`src/rtl/ahbl_gpio_bank.sv`:
```
// ahbl_gpio_bank: zero-wait-state AHB-Lite GPIO bank with synchronised
// inputs, per-bit rising-edge interrupt status (RW1C) and a registered
// per-port interrupt level on user_irq.
module ahbl_gpio_bank #(
    parameter int NPORTS      = 8,
    parameter int SYNC_STAGES = 2
) (
    input  logic                HCLK,
    input  logic                HRESETn,
    input  logic                HSEL,
    input  logic [31:0]         HADDR,
    input  logic [31:0]         HWDATA,
    input  logic                HREADY,
    input  logic                HWRITE,
    input  logic [1:0]          HTRANS,
    input  logic [2:0]          HSIZE,
    output logic [31:0]         HRDATA,
    output logic                HREADYOUT,
    input  logic [8*NPORTS-1:0] gpio_in,
    output logic [8*NPORTS-1:0] gpio_out,
    output logic [8*NPORTS-1:0] gpio_oeb,
    output logic [15:0]         user_irq
);
    localparam int W = 8 * NPORTS;

    // Address-phase capture (drives the data phase)
    logic       ph_valid_q, ph_valid_d;
    logic [7:0] ph_addr_q, ph_addr_d;
    logic       ph_write_q, ph_write_d;
    logic       ph_word_q, ph_word_d;

    // Write committed one cycle after its data phase
    logic       wr_valid_q, wr_valid_d;
    logic [7:0] wr_addr_q, wr_addr_d;
    logic [7:0] wr_data_q, wr_data_d;

    // Input synchroniser chain and one-cycle-delayed copy for edge detection
    logic [SYNC_STAGES-1:0][W-1:0] sync_q, sync_d;
    logic [W-1:0]                  prev_q, prev_d;
    logic [W-1:0]                  sync_w;
    logic [W-1:0]                  edge_w;

    // Per-port read values, padded to eight slots so the read mux needs no range check
    logic [7:0] port_rd [8];
    logic [7:0] stat_rd [8];
    logic [7:0] irq_bits;

    logic unused_sig;

    assign HREADYOUT  = 1'b1;
    assign sync_w     = sync_q[SYNC_STAGES-1];
    assign edge_w     = sync_w & ~prev_q;
    assign user_irq   = {8'h00, irq_bits};
    assign unused_sig = &{1'b0, HADDR[31:8], HWDATA[31:8], HTRANS[0],
                          ph_addr_q[1:0], wr_addr_q[1:0]};

    // Next state of the bus pipeline and input synchroniser
    always_comb begin
        ph_valid_d = HSEL & HREADY & HTRANS[1];
        ph_addr_d  = ph_addr_q;
        ph_write_d = ph_write_q;
        ph_word_d  = ph_word_q;
        if (ph_valid_d) begin
            ph_addr_d  = HADDR[7:0];
            ph_write_d = HWRITE;
            ph_word_d  = (HSIZE == 3'b010);
        end
        // Sub-word writes are dropped here so they never reach a register
        wr_valid_d = ph_valid_q & ph_write_q & ph_word_q;
        wr_addr_d  = ph_addr_q;
        wr_data_d  = HWDATA[7:0];
        sync_d     = {sync_q[SYNC_STAGES-2:0], gpio_in};
        prev_d     = sync_w;
    end

    // Bus pipeline and synchroniser flops
    always_ff @(posedge HCLK or negedge HRESETn) begin
        if (!HRESETn) begin
            ph_valid_q <= 1'b0;
            ph_addr_q  <= 8'h00;
            ph_write_q <= 1'b0;
            ph_word_q  <= 1'b0;
            wr_valid_q <= 1'b0;
            wr_addr_q  <= 8'h00;
            wr_data_q  <= 8'h00;
            sync_q     <= '0;
            prev_q     <= '0;
        end else begin
            ph_valid_q <= ph_valid_d;
            ph_addr_q  <= ph_addr_d;
            ph_write_q <= ph_write_d;
            ph_word_q  <= ph_word_d;
            wr_valid_q <= wr_valid_d;
            wr_addr_q  <= wr_addr_d;
            wr_data_q  <= wr_data_d;
            sync_q     <= sync_d;
            prev_q     <= prev_d;
        end
    end

    genvar gi;
    generate
        for (gi = 0; gi < 8; gi++) begin : g_port
            if (gi < NPORTS) begin : g_live
                logic [7:0] out_q, out_d;
                logic [7:0] oeb_q, oeb_d;
                logic [7:0] ie_q, ie_d;
                logic [7:0] stat_q, stat_d;
                logic       irq_q, irq_d;
                logic [7:0] in_v, edge_v, w1c_v, rd_v;
                logic       port_hit, stat_hit;

                assign in_v     = sync_w[8*gi +: 8];
                assign edge_v   = edge_w[8*gi +: 8];
                assign port_hit = wr_valid_q && !wr_addr_q[7] && (wr_addr_q[6:4] == 3'(gi));
                assign stat_hit = wr_valid_q && (wr_addr_q[7:5] == 3'b100)
                                  && (wr_addr_q[4:2] == 3'(gi));

                // Register writes; status set has priority over a same-cycle W1C
                always_comb begin
                    out_d = out_q;
                    oeb_d = oeb_q;
                    ie_d  = ie_q;
                    if (port_hit) begin
                        case (wr_addr_q[3:2])
                            2'd1:    out_d = wr_data_q;
                            2'd2:    oeb_d = wr_data_q;
                            2'd3:    ie_d  = wr_data_q;
                            default: ;
                        endcase
                    end
                    w1c_v  = stat_hit ? wr_data_q : 8'h00;
                    stat_d = (stat_q & ~w1c_v) | (edge_v & ie_q);
                    irq_d  = |stat_q;
                end

                // Port register flops
                always_ff @(posedge HCLK or negedge HRESETn) begin
                    if (!HRESETn) begin
                        out_q  <= 8'h00;
                        oeb_q  <= 8'hFF;
                        ie_q   <= 8'h00;
                        stat_q <= 8'h00;
                        irq_q  <= 1'b0;
                    end else begin
                        out_q  <= out_d;
                        oeb_q  <= oeb_d;
                        ie_q   <= ie_d;
                        stat_q <= stat_d;
                        irq_q  <= irq_d;
                    end
                end

                // Read view of this port for the current data-phase address
                always_comb begin
                    case (ph_addr_q[3:2])
                        2'd0:    rd_v = in_v;
                        2'd1:    rd_v = out_q;
                        2'd2:    rd_v = oeb_q;
                        default: rd_v = ie_q;
                    endcase
                end

                assign port_rd[gi]          = rd_v;
                assign stat_rd[gi]          = stat_q;
                assign irq_bits[gi]         = irq_q;
                assign gpio_out[8*gi +: 8]  = out_q;
                assign gpio_oeb[8*gi +: 8]  = oeb_q;
            end else begin : g_absent
                assign port_rd[gi]  = 8'h00;
                assign stat_rd[gi]  = 8'h00;
                assign irq_bits[gi] = 1'b0;
            end
        end
    endgenerate

    // Read data decoded from the captured address; zero outside read data phases
    always_comb begin
        HRDATA = 32'd0;
        if (ph_valid_q && !ph_write_q) begin
            if (!ph_addr_q[7]) begin
                HRDATA[7:0] = port_rd[ph_addr_q[6:4]];
            end else if (ph_addr_q[6:5] == 2'b00) begin
                HRDATA[7:0] = stat_rd[ph_addr_q[4:2]];
            end
        end
    end

endmodule

```
`config.mk`:
```
export PLATFORM = sky130hd
export DESIGN_NAME = ahbl_gpio_bank
export DESIGN_NICKNAME = d
export VERILOG_FILES = /design/src/rtl/ahbl_gpio_bank.sv
export SDC_FILE = /design/constraint.sdc
export NUM_CORES = 1
export LEC_CHECK = 0
export ABC_AREA = 0
export CELL_PAD_IN_SITES_DETAIL_PLACEMENT = 1
export CELL_PAD_IN_SITES_GLOBAL_PLACEMENT = 1
export CORE_ASPECT_RATIO = 0.8
export CORE_MARGIN = 2
export CORE_UTILIZATION = 47
export CTS_CLUSTER_SIZE = 30
export DETAILED_ROUTE_END_ITERATION = 10
export PLACE_DENSITY_LB_ADDON = 0.08
export SYNTH_ARGS = -nofsm -noshare
export SYNTH_HDL_FRONTEND = slang
export SYNTH_SLANG_ARGS = --single-unit
```
`constraint.sdc`:
```
create_clock -name HCLK -period 3.3 [get_ports HCLK]
set_input_delay 0.33 -clock HCLK [delete_from_list [all_inputs] [get_ports HCLK]]
set_output_delay 0.33 -clock HCLK [all_outputs]
set_load 0.02 [all_outputs]
```
==> metrics.csv <==
metric,value,unit
crit_buf_inv,2,
rr_startpoint,wr_addr_q[3],
tightest_slew,1.310,ns
core-area,0.04038,mm2
fin_skew,0.02271,ns
ys_types,54,
worstHoldPathType,in -> reg,
clk_pin_slew_worst_paths,0.06,ns
worstPathArrival,2.87,ns
cpMaxStageDelayCell,dfrtp_1,
synth_top_area_cell,dfrtp_1,
clock_latency,0.57,ns
antenna_found_initial,0,
synth_area,0.01915,mm2
min_period,3.201,ns
p_comb_frac,0.114,
viasPerCell,5.709,
drt-initial-drc-count,819,
yosysWarnings,0,
synth_seq_area_share,0.6315,
die_x,229.7,um
cts_tree,yes,
clockBufferDepth,3,
worst-path-max-fanout,11,
status,"finished, final reports clean",
setup_viol,0,
grt_usage,0.2741,
end_kind,output port,
p_leak,10.31,nW
yosys.area.top_type_share,0.5436,
port_buffers,230,
syn_avg_cell_area,14.56,um2
finalWorstSetupSlack,0.09902,ns
hold_depth,1,
drtPass1Iterations,5,
hold_viol_final,0,
powerDensity,560.5,mW/mm2
swShare,0.2528,
initial_core_util,0.4742,
via_count,12252,
grt_overflow_total,0,
final_util,0.5853,
final_antenna_net_count,0,
io_pins,315,
netSwitchingPower,0.003349,W
syn_to_final_growth,23.43,%
finalSetupTns,0,ns
hold_start,gpio_in[52],
clockPowerShare,0.403,
synth-edff-count,0,
whs_endpoint,sync_d[116],
drv_slew,0,
die_y,184.5,um
numCtsBuffers,47,
finalPower,0.01325,W
n_fill_cell,3816,
wl_per_cell,26.73,um
htreeDepth,2,
syn_inst,1315,
pre_cts_ws,0.2937,ns
slew_headroom,0.1266,
p_seq_frac,0.482,
rsz0062_at_grt,no,
slowest_delay,0.74,ns
grt_pass1_vias,13270,
synthArstFlopShare,1.000,
drive_above_1_share,0.2873,
synthTopCellsByArea,"dfrtp_1 (54%), mux2_2 (12%), dfstp_2 (8.8%), mux4_2 (6.0%), nand2_1 (3.3%)",
synthFlopType,dfrtp_1,
drc,0,
row_count,66,
grt_first_pass_wirelength,85440,um
root_buffer,clkbuf_16,
fmax,312.4,MHz
crit_cells,6,
crit_type,reg -> out,
die-area,0.04238,mm2
rrSetupSlack,1.05,ns
r2r_end,g_port[3].g_live.ie_q[7],
fin_nets,1702,
rr_worst_depth,3,
maxCapViolations,0,
internal-power,0.009898,W
ir_drop,0.0004414,V
placed_area,0.02198,mm2
startpoint_type,register,
required,2.97,ns
grt_max_degree,94,
worstPathCellList,nand2b_1 -> buf_4 -> a31oi_1 -> a211oi_2 -> a21oi_1 -> dlygate4sd2_1,
post-dp-hpwl,40020,um
globalplace.congestion,0.8925,
critPathTopFamily,flip-flops,
routed_wl,57360,um
postLayoutCellArea,0.02364,mm2
cts.sinks,480,
post-route-period-util,0.9700,
ys_ff_latch,480,
## stage by stage
stage / std cells / hold slack, ns
after floorplan: 1346 / 0.03441
after global placement: 2048 / 0.3351
after detailed placement: 2048 / 0.3358
after CTS: 2140 / 0.1839
after global routing: 2145 / 0.1908
final: 2146 / 0.2010
## flip-flops by register name (all words and copies together) (netlist names), 6 cells and up
register	flops
g_port.g_live.irq_q	8
g_port.g_live.out_q	64
g_port.g_live.oeb_q	64
g_port.g_live.ie_q	64
wr_addr_q	6
ph_addr_q	6
wr_data_q	8
prev_q	64
g_port.g_live.stat_q	64
sync_d	64
prev_d	64
## cell usage in the layout (no fill, tap or decap), types with 19 or more instances in the layout
cell,count
conb_1,33
clkbuf_16,49
o21ai_0,21
mux4_2,52
o2bb2ai_1,64
mux2i_1,37
dfrtp_1,413
mux2_2,203
buf_4,34
a21oi_1,23
nor4_1,19
nand2_1,170
clkdlybuf4s50_1,221
dfstp_2,64
clkbuf_1,19
## kinds of logic (layout without fill, tap and decap cells)
kind of cell | after synthesis | in the layout | synth area share
compound gates | 153 | 153 | 0.05874
buf+inv | 119 | 374 | 0.03731
flops | 480 | 480 | 0.6315
mux | 301 | 301 | 0.2100
other cells | 2 | 34 | 0.0003922
simple gates | 260 | 260 | 0.06207
## worst register-to-register path, stage by stage (launching register included)
cell	delay (ns)
dfrtp_1	0.55
nand2_1	0.35
nor4_4	0.80
mux2_2	0.42
## layout make-up
cell class	count	area, um2	area share
diodes	1	2.502	0.0001059
clock buffers	81	1476	0.06247
clock inverters	5	50.05	0.002118
inverters	11	41.29	0.001747
multi-input cells	747	6481	0.2742
flip-flops and latches	480	12100	0.5120
well taps	544	680.7	0.02880
repair buffers	277	2803	0.1186
## power by group through the flow
stage	clock network, W	registers (W)	logic [W]
after CTS	0.00544	0.00638	0.00150
after detailed placement	0	0.00649	0.00145
after global routing	0.00568	0.00641	0.00162
after global placement	0	0.00648	0.00142
final	0.00534	0.00639	0.00151
after floorplan	0	0.00633	0.000959
## synth_stat cells, drive strengths merged, types with 20 or more instances
master / n
a21oi: 23
buf: 76
clkbuf: 32
dfrtp: 416
dfstp: 64
mux2: 205
mux2i: 38
mux4: 58
nand2: 172
nor2: 25
nor4: 20
o21ai: 24
o2bb2ai: 64
## what timing repair did
action	in CTS	in global routing
setup buffers	5	5
hold endpoints to repair	59	0
hold buffers	1	0
gates resized for setup	18	9
setup endpoints to repair	8	4
pin swaps	1	2
## layer usage
metal / routed length (um) / global-route usage / share of wire / vias up
met5: 0 / 0 / 0 / -
met3: 3176 / 0.04641 / 0.055 / 82
met2: 27310 / 0.4398 / 0.48 / 397
li1: - / - / - / 5190
met1: 25520 / 0.3899 / 0.44 / 6583
met4: 1355 / 0.07351 / 0.024 / 0
## worst max-delay path by stage
| stage | endpoint | startpoint |
|---|---|---|
| 2_1_floorplan | HRDATA[7] | ph_addr_q[2] |
| 3_3_place_gp | HRDATA[1] | ph_addr_q[2] |
| 3_5_place_dp | HRDATA[1] | ph_addr_q[2] |
| 4_1_cts | HRDATA[2] | ph_addr_q[2] |
| 5_1_grt | HRDATA[5] | ph_addr_q[2] |
| 6_report | HRDATA[0] | ph_addr_q[6] |
No activity file was read; power rests on OpenSTA's default activity.
